## src/rtl/fwd_hazard_ctrl.sv

```systemverilog
// Forwarding select and load-use hazard control for the 5-stage pipeline.
// Tracks the destination registers of the instructions in EX and MEM.
module fwd_hazard_ctrl #(
    parameter int REG_BITS = 5,
    parameter int ZERO_REG = 31
) (
    input  logic                clk,
    input  logic                reset,
    input  logic                id_valid,
    input  logic [REG_BITS-1:0] id_rn,
    input  logic [REG_BITS-1:0] id_rm,
    input  logic                id_rn_used,
    input  logic                id_rm_used,
    input  logic [REG_BITS-1:0] id_rd,
    input  logic                id_regwrite,
    input  logic                id_memread,
    input  logic                flush,
    output logic                stall,
    output logic [1:0]          fwd_a,
    output logic [1:0]          fwd_b
);

    localparam logic [REG_BITS-1:0] ZREG = REG_BITS'(ZERO_REG);

    localparam logic [1:0] SEL_RF  = 2'b00;
    localparam logic [1:0] SEL_EX  = 2'b01;
    localparam logic [1:0] SEL_MEM = 2'b10;

    logic                ex_valid;
    logic [REG_BITS-1:0] ex_rd;
    logic                ex_regwrite;
    logic                ex_memread;

    logic                mem_valid;
    logic [REG_BITS-1:0] mem_rd;
    logic                mem_regwrite;

    logic hit_ex_rn;
    logic hit_ex_rm;
    logic hit_mem_rn;
    logic hit_mem_rm;

    // XZR reads as constant zero, so it can never be a real producer
    function automatic logic slot_hit(input logic                v,
                                      input logic                wr,
                                      input logic [REG_BITS-1:0] rd,
                                      input logic [REG_BITS-1:0] r);
        return v && wr && (rd == r) && (r != ZREG);
    endfunction

    always_comb begin
        hit_ex_rn  = slot_hit(ex_valid,  ex_regwrite,  ex_rd,  id_rn);
        hit_ex_rm  = slot_hit(ex_valid,  ex_regwrite,  ex_rd,  id_rm);
        hit_mem_rn = slot_hit(mem_valid, mem_regwrite, mem_rd, id_rn);
        hit_mem_rm = slot_hit(mem_valid, mem_regwrite, mem_rd, id_rm);
        stall = id_valid && ex_memread && !flush &&
                ((id_rn_used && hit_ex_rn) || (id_rm_used && hit_ex_rm));
    end

    always_ff @(posedge clk) begin
        if (reset) begin
            ex_valid     <= 1'b0;
            ex_rd        <= '0;
            ex_regwrite  <= 1'b0;
            ex_memread   <= 1'b0;
            mem_valid    <= 1'b0;
            mem_rd       <= '0;
            mem_regwrite <= 1'b0;
            fwd_a        <= SEL_RF;
            fwd_b        <= SEL_RF;
        end else begin
            mem_valid    <= ex_valid;
            mem_rd       <= ex_rd;
            mem_regwrite <= ex_regwrite;
            if (flush || stall) begin
                // Bubble into EX; the held decode instruction re-evaluates next cycle
                ex_valid    <= 1'b0;
                ex_regwrite <= 1'b0;
                ex_memread  <= 1'b0;
                fwd_a       <= SEL_RF;
                fwd_b       <= SEL_RF;
            end else begin
                ex_valid    <= id_valid;
                ex_rd       <= id_rd;
                ex_regwrite <= id_valid && id_regwrite;
                ex_memread  <= id_valid && id_memread;
                if (id_rn_used && hit_ex_rn)
                    fwd_a <= SEL_EX;
                else if (id_rn_used && hit_mem_rn)
                    fwd_a <= SEL_MEM;
                else
                    fwd_a <= SEL_RF;
                if (id_rm_used && hit_ex_rm)
                    fwd_b <= SEL_EX;
                else if (id_rm_used && hit_mem_rm)
                    fwd_b <= SEL_MEM;
                else
                    fwd_b <= SEL_RF;
            end
        end
    end

endmodule
```

## config.mk

```make
export PLATFORM = sky130hd
export DESIGN_NAME = fwd_hazard_ctrl
export DESIGN_NICKNAME = d
export VERILOG_FILES = /design/src/rtl/fwd_hazard_ctrl.sv
export SDC_FILE = /design/constraint.sdc
export NUM_CORES = 1
export LEC_CHECK = 0
export ABC_AREA = 1
export CAP_MARGIN = 20
export CORE_ASPECT_RATIO = 1.1
export CORE_MARGIN = 3
export CORE_UTILIZATION = 40
export CTS_BUF_LIST = sky130_fd_sc_hd__clkbuf_8
export CTS_CLUSTER_DIAMETER = 30
export DETAILED_ROUTE_END_ITERATION = 8
export PLACE_DENSITY = 0.71
export SYNTH_ARGS = -nofsm -noshare
export SYNTH_HDL_FRONTEND = slang
export SYNTH_SLANG_ARGS = --single-unit
export TNS_END_PERCENT = 30
```

## constraint.sdc

```tcl
create_clock -name clk -period 1.2 [get_ports clk]
set_clock_uncertainty 0.05 [all_clocks]
set_input_delay 0.24 -clock clk [delete_from_list [all_inputs] [get_ports clk]]
set_output_delay 0.24 -clock clk [all_outputs]
set_load 0.02 [all_outputs]
```

### Yosys cells after proc, flatten, opt, wreduce, memory -nomap -nowiden

Cells that the tools add are included.

| storage, ports and cells | value |
|---|---|
| flip-flop bits (word level) | 19 |
| logic and storage cells | 46 |
| output and inout bits | 5 |

| cells by class | value |
|---|---|
| reductions and logical operators | 25 |
| equal/unequal tests | 6 |
| mux-type cells | 4 |

Operator list:

| operator | count |
|---|---|
| 5-bit == test | 4 |
| 1-bit logical AND | 19 |
| 5-bit inequality test (second input constant) | 2 |
| 3-bit OR reduction | 2 |
| 2-bit 2-to-1 mux | 2 |
| 1-bit logical OR | 2 |
| 1-bit 2-to-1 mux | 2 |
| 2-bit OR reduction | 1 |
| 1-bit logical NOT | 1 |

### Logic depth before layout (Yosys ltp)

Gate-level depths: netlist of the first run.

| depth | value |
|---|---|
| depth after elaboration | 8 |
| mapped depth | 13 |
| depth with buffers taken out | 12 |

### Least setup slack after synthesis of the first run

OpenSTA, ideal clock, no wires.

| path | value |
|---|---|
| path type | register to register |
| start point | reg ex_rd[0] |
| end point | reg ex_rd[2] |
| cell stages (with the launch flop) | 12 |
| path slack | -0.121 ns |
| data required time | 1.041 ns |
| buffers on the path | 1 |
| period minus slack after synthesis | 1.321 ns |
| data arrival time | 1.162 ns |
| cell sequence | dfxtp_1 xnor2_1 nand2_1 nor2_1 nand2_2 nand2_2 nand2_4 nand3_4 buf_6 nand2_2 nand2_1 inv_1 |

| between the ends | value |
|---|---|
| longest elaborated chain between the ends | 7 |
| elaborated cells on any way between the ends | 11 |
| classes of those cells | 2 x eq/ne; 9 x reduce/logical |

Ends and longest elaborated chain:

| element | RTL line | source |
|---|---|---|
| from (decl) | 30 | `logic [REG_BITS-1:0] ex_rd;` |
| from (signal assigned) | 84 | `ex_rd <= id_rd;` |
| 5-bit == test | 48 | `return v && wr && (rd == r) && (r != ZREG);` |
| 1-bit logical AND (2 in a row) | 48 |  |
| 1-bit logical AND | 57 | `((id_rn_used && hit_ex_rn) \|\| (id_rm_used && hit_ex_rm));` |
| 1-bit logical OR * | 57 |  |
| 1-bit logical AND * | 56 | `stall = id_valid && ex_memread && !flush &&` |
| 1-bit logical OR * | 75 | `if (flush \|\| stall) begin` |

Every way passes the cells marked *; elsewhere a longest branch is shown, timed or not.
A chain may end at the register's enable or synchronous reset.

### Final worst setup path of the first run

| path | value |
|---|---|
| start point | reg ex_valid |
| end point | out stall |

| between the ends | value |
|---|---|
| longest elaborated chain between the ends | 6 |
| elaborated cells on any way between the ends | 9 |
| classes of those cells | 9 x reduce/logical |

Ends and longest elaborated chain:

| element | RTL line | source |
|---|---|---|
| from (decl) | 29 | `logic ex_valid;` |
| from (signal assigned) | 83 | `ex_valid <= id_valid;` |
| 1-bit logical AND * | 48 |  |
| 1-bit logical AND (2 in a row) | 48 |  |
| 1-bit logical AND | 57 |  |
| 1-bit logical OR * | 57 |  |
| 1-bit logical AND * | 56 |  |
| to (decl) | 18 | `output logic stall,` |

Marked as above.

==> results.toml, run 1 <==
[status]
outcome = "complete, but fails checks"
violations = "negative setup slack"

[job]
drv_cap = 0

[sta]
setup_viol = 13
worstMarginPinSlew_ns = 0.2577
min_period_ns = 1.621
fmax_ghz = 0.6170
setup_tns_ns = -3.280
finalMaxSlewViolations = 0
finalCritPeriodShare = 1.351
rsz0062_at_grt = "yes"
worst_slack_ns = -0.4208
relSlewSlack = 0.8280
hold_violations = 0

[global_route]
antenna_found_initial = 0
grt_pass1_vias = 960
track_usage = 0.1649
grt_pass1_wl_um = 3795
grt_max_degree = 12
grt_overflow_total = 0

[worst_setup_path]
start_kind = "register"
path_class = "register to output port"
reg2reg_from = "ex_valid$_SDFF_PP0_"
max_stage_delay_ns = 0.33
path_max_fanout = 2
r2r-end = "fwd_b[0]$_SDFF_PP0_"
required_ns = 0.91
worst_path_most_repeated_cell = "nand2_2"
end_kind = "output port"
r2r_slack_ns = -0.30
worst-endpoint-arrival_ns = 1.33
cp_slowest_cell = "dfxtp_2"
ff2ff_path_depth = 11
crit_chain = "nand2_2 > nor2_1 > nand3_1 > nor2_1 > nand2_2 > nand2_2 > nand2_4 > inv_2 > buf_6"
crit_start = "ex_valid$_SDFF_PP0_"

[synth]
synth_top_area_share = 0.3810
yosysTopAreaCell = "dfxtp_1"
avgSynthCellArea_um2 = 7.031
syn_inst = 142
synth_nets = 165
yosysSeqAreaShare = 0.3810
ys_seq_elements = 19
ys_top_cells_by_area = "dfxtp_1, nand2_1, inv_1"
ys_warn_count = 0
yosysUniqueCellTypes = 19
syn-cell-area_um2 = 998.5

[hold_path]
min_to = "fwd_b[1]$_SDFF_PP0_"
hold_path_class = "input pin to register"
holdPathStages = 5
hp-start = "id_rm_used"

[power]
p_leak_nw = 0.7945
switching_share = 0.2568
power_frac_seq = 0.487
clockPowerShare = 0.309
p_int_mw = 1.053
p_comb_frac = 0.204
p_sw_uw = 363.9
vdd_drop_max_v = 0.0006710
power.density_mw_per_mm2 = 926.7
total_power_mw = 1.417

[drt]
avgRoutedWirePerCell_um = 10.67
dr.pass1.iters = 4
drt_iter0_drc = 15
vias = 1017
wl_um = 2401
ant_nets = 0
route.detailed.drc = 0
viasPerCell = 4.520

[place]
numPortBuffers = 27
dp.cells = 216
hpwl_um = 1874
routabilityCongestion = 0.7865
dpl_worst_slack_ns = -1.055

[cells_and_area]
fin_cells = 225
syn2layout_area_growth_pct = 53.13
drive_gt1_frac = 0.2769
antenna_cells = 0
utilization = 0.6591
mostFrequentLayoutCells = "nand2_1, inv_1, buf_4, nor2_1"
final_common_cell = "nand2_1"
final_nets = 219

[clock_network]
cts_root_buf = "clkbuf_8"
cts.sinks = 19
cts_buffers = 3
clockBufferDepth = 2
clkLatencyLatePin_ns = 0.26
cts_tree = "built"
htree_levels = 1
cts_hold_buf = 0
cts.clk_slew.worst_paths_ns = 0.07

[floorplan]
io_pins = 28
core_area_mm2 = 0.002320
die_w_um = 53.64
initial_utilization = 0.4304
die_area_mm2 = 0.003132
dieHeight_um = 58.40
rows = 18
-- flip-flops by register name, summed over array words and instances, names as in the netlist --
signal / count
ex_memread: 1
ex_rd: 5
ex_regwrite: 1
ex_valid: 1
fwd_a: 2
fwd_b: 2
mem_rd: 5
mem_regwrite: 1
mem_valid: 1
-- power by group through the flow --
stage | clock (mW) | combinational [mW] | sequential (mW)
6_report | 0.437 | 0.289 | 0.690
5_1_grt | 0.469 | 0.321 | 0.693
4_1_cts | 0.442 | 0.281 | 0.690
3_5_place_dp | 0 | 0.284 | 0.704
3_3_place_gp | 0 | 0.278 | 0.702
2_1_floorplan | 0 | 0.137 | 0.696
-- per-layer routing --
metal,part of all wire,vias to the layer above,GRT usage
li1,-,533,-
met1,0.42,455,0.1798
met2,0.52,24,0.3100
met3,0.044,5,0.01519
met4,0.020,0,0.07664
met5,0,-,0
-- timing repair --
item,in CTS,in global routing
pin swaps,4,4
cloned,1,0
endpoints found under the setup margin,17,16
buffers inserted,1,3
hold endpoints to repair,0,0
resized for setup,26,5
-- cell families (layout without fill, tap and decap cells) --
logic type | after synthesis | count (layout) | synth area share
xor gates and xnor gates | 12 | 12 | 0.1053
DFF | 19 | 19 | 0.3809
AOI/OAI and AO/OA | 5 | 5 | 0.03133
and+or+nand+nor | 77 | 78 | 0.3659
buffers and inverters | 29 | 81 | 0.1165
-- synth_stat cells (all sizes together) --
master,instances
nand4,2
dfxtp,19
nor3,2
o22ai,1
xnor2,7
a21oi,2
nand2,39
inv,28
a211oi,2
nand3,6
xor2,5
nand3b,5
nor2,23
buf,1
-- stage by stage --
stage | hold WS (ns) | cell area, µm²
floorplan | 0.2612 | 1007
global placement | 0.3636 | 1439
detailed placement | 0.3701 | 1439
CTS | 0.3869 | 1498
global route | 0.4155 | 1529
finish | 0.3788 | 1529
-- worst max path at each step --
stage	slack (ns)	to
floorplan	-0.10	ex_rd[2]$_SDFFE_PP0N_
global placement	-1.05	stall
detailed placement	-1.05	stall
CTS	-0.44	stall
global route	-0.52	stall
finish	-0.42	stall
-- area by class of cell --
class                      count  area, µm²
fill                         205      790.8
multi-input combinational     95      526.8
timing repair buffer          49      424.2
sequential                    19      389.1
inverter                      28      105.1
clock buffer                   3      41.29
tap                           30      37.54
clock inverter                 1      5.005
-- worst max-delay path: cells and delay by family (launching register included) --
| kind | cells | cell delay (ns) |
|---|---|---|
| buf+inv | 2 | 0.14 |
| flops | 1 | 0.33 |
| simple gates | 7 | 0.59 |
Note: power is estimated with default switching activity, not from simulation.
==> run 2: changes to the inputs <==
- CAP_MARGIN: 20 -> default
==> results of run 2 <==
No change in the layout: final DEF, timing and power equal those of run 1.
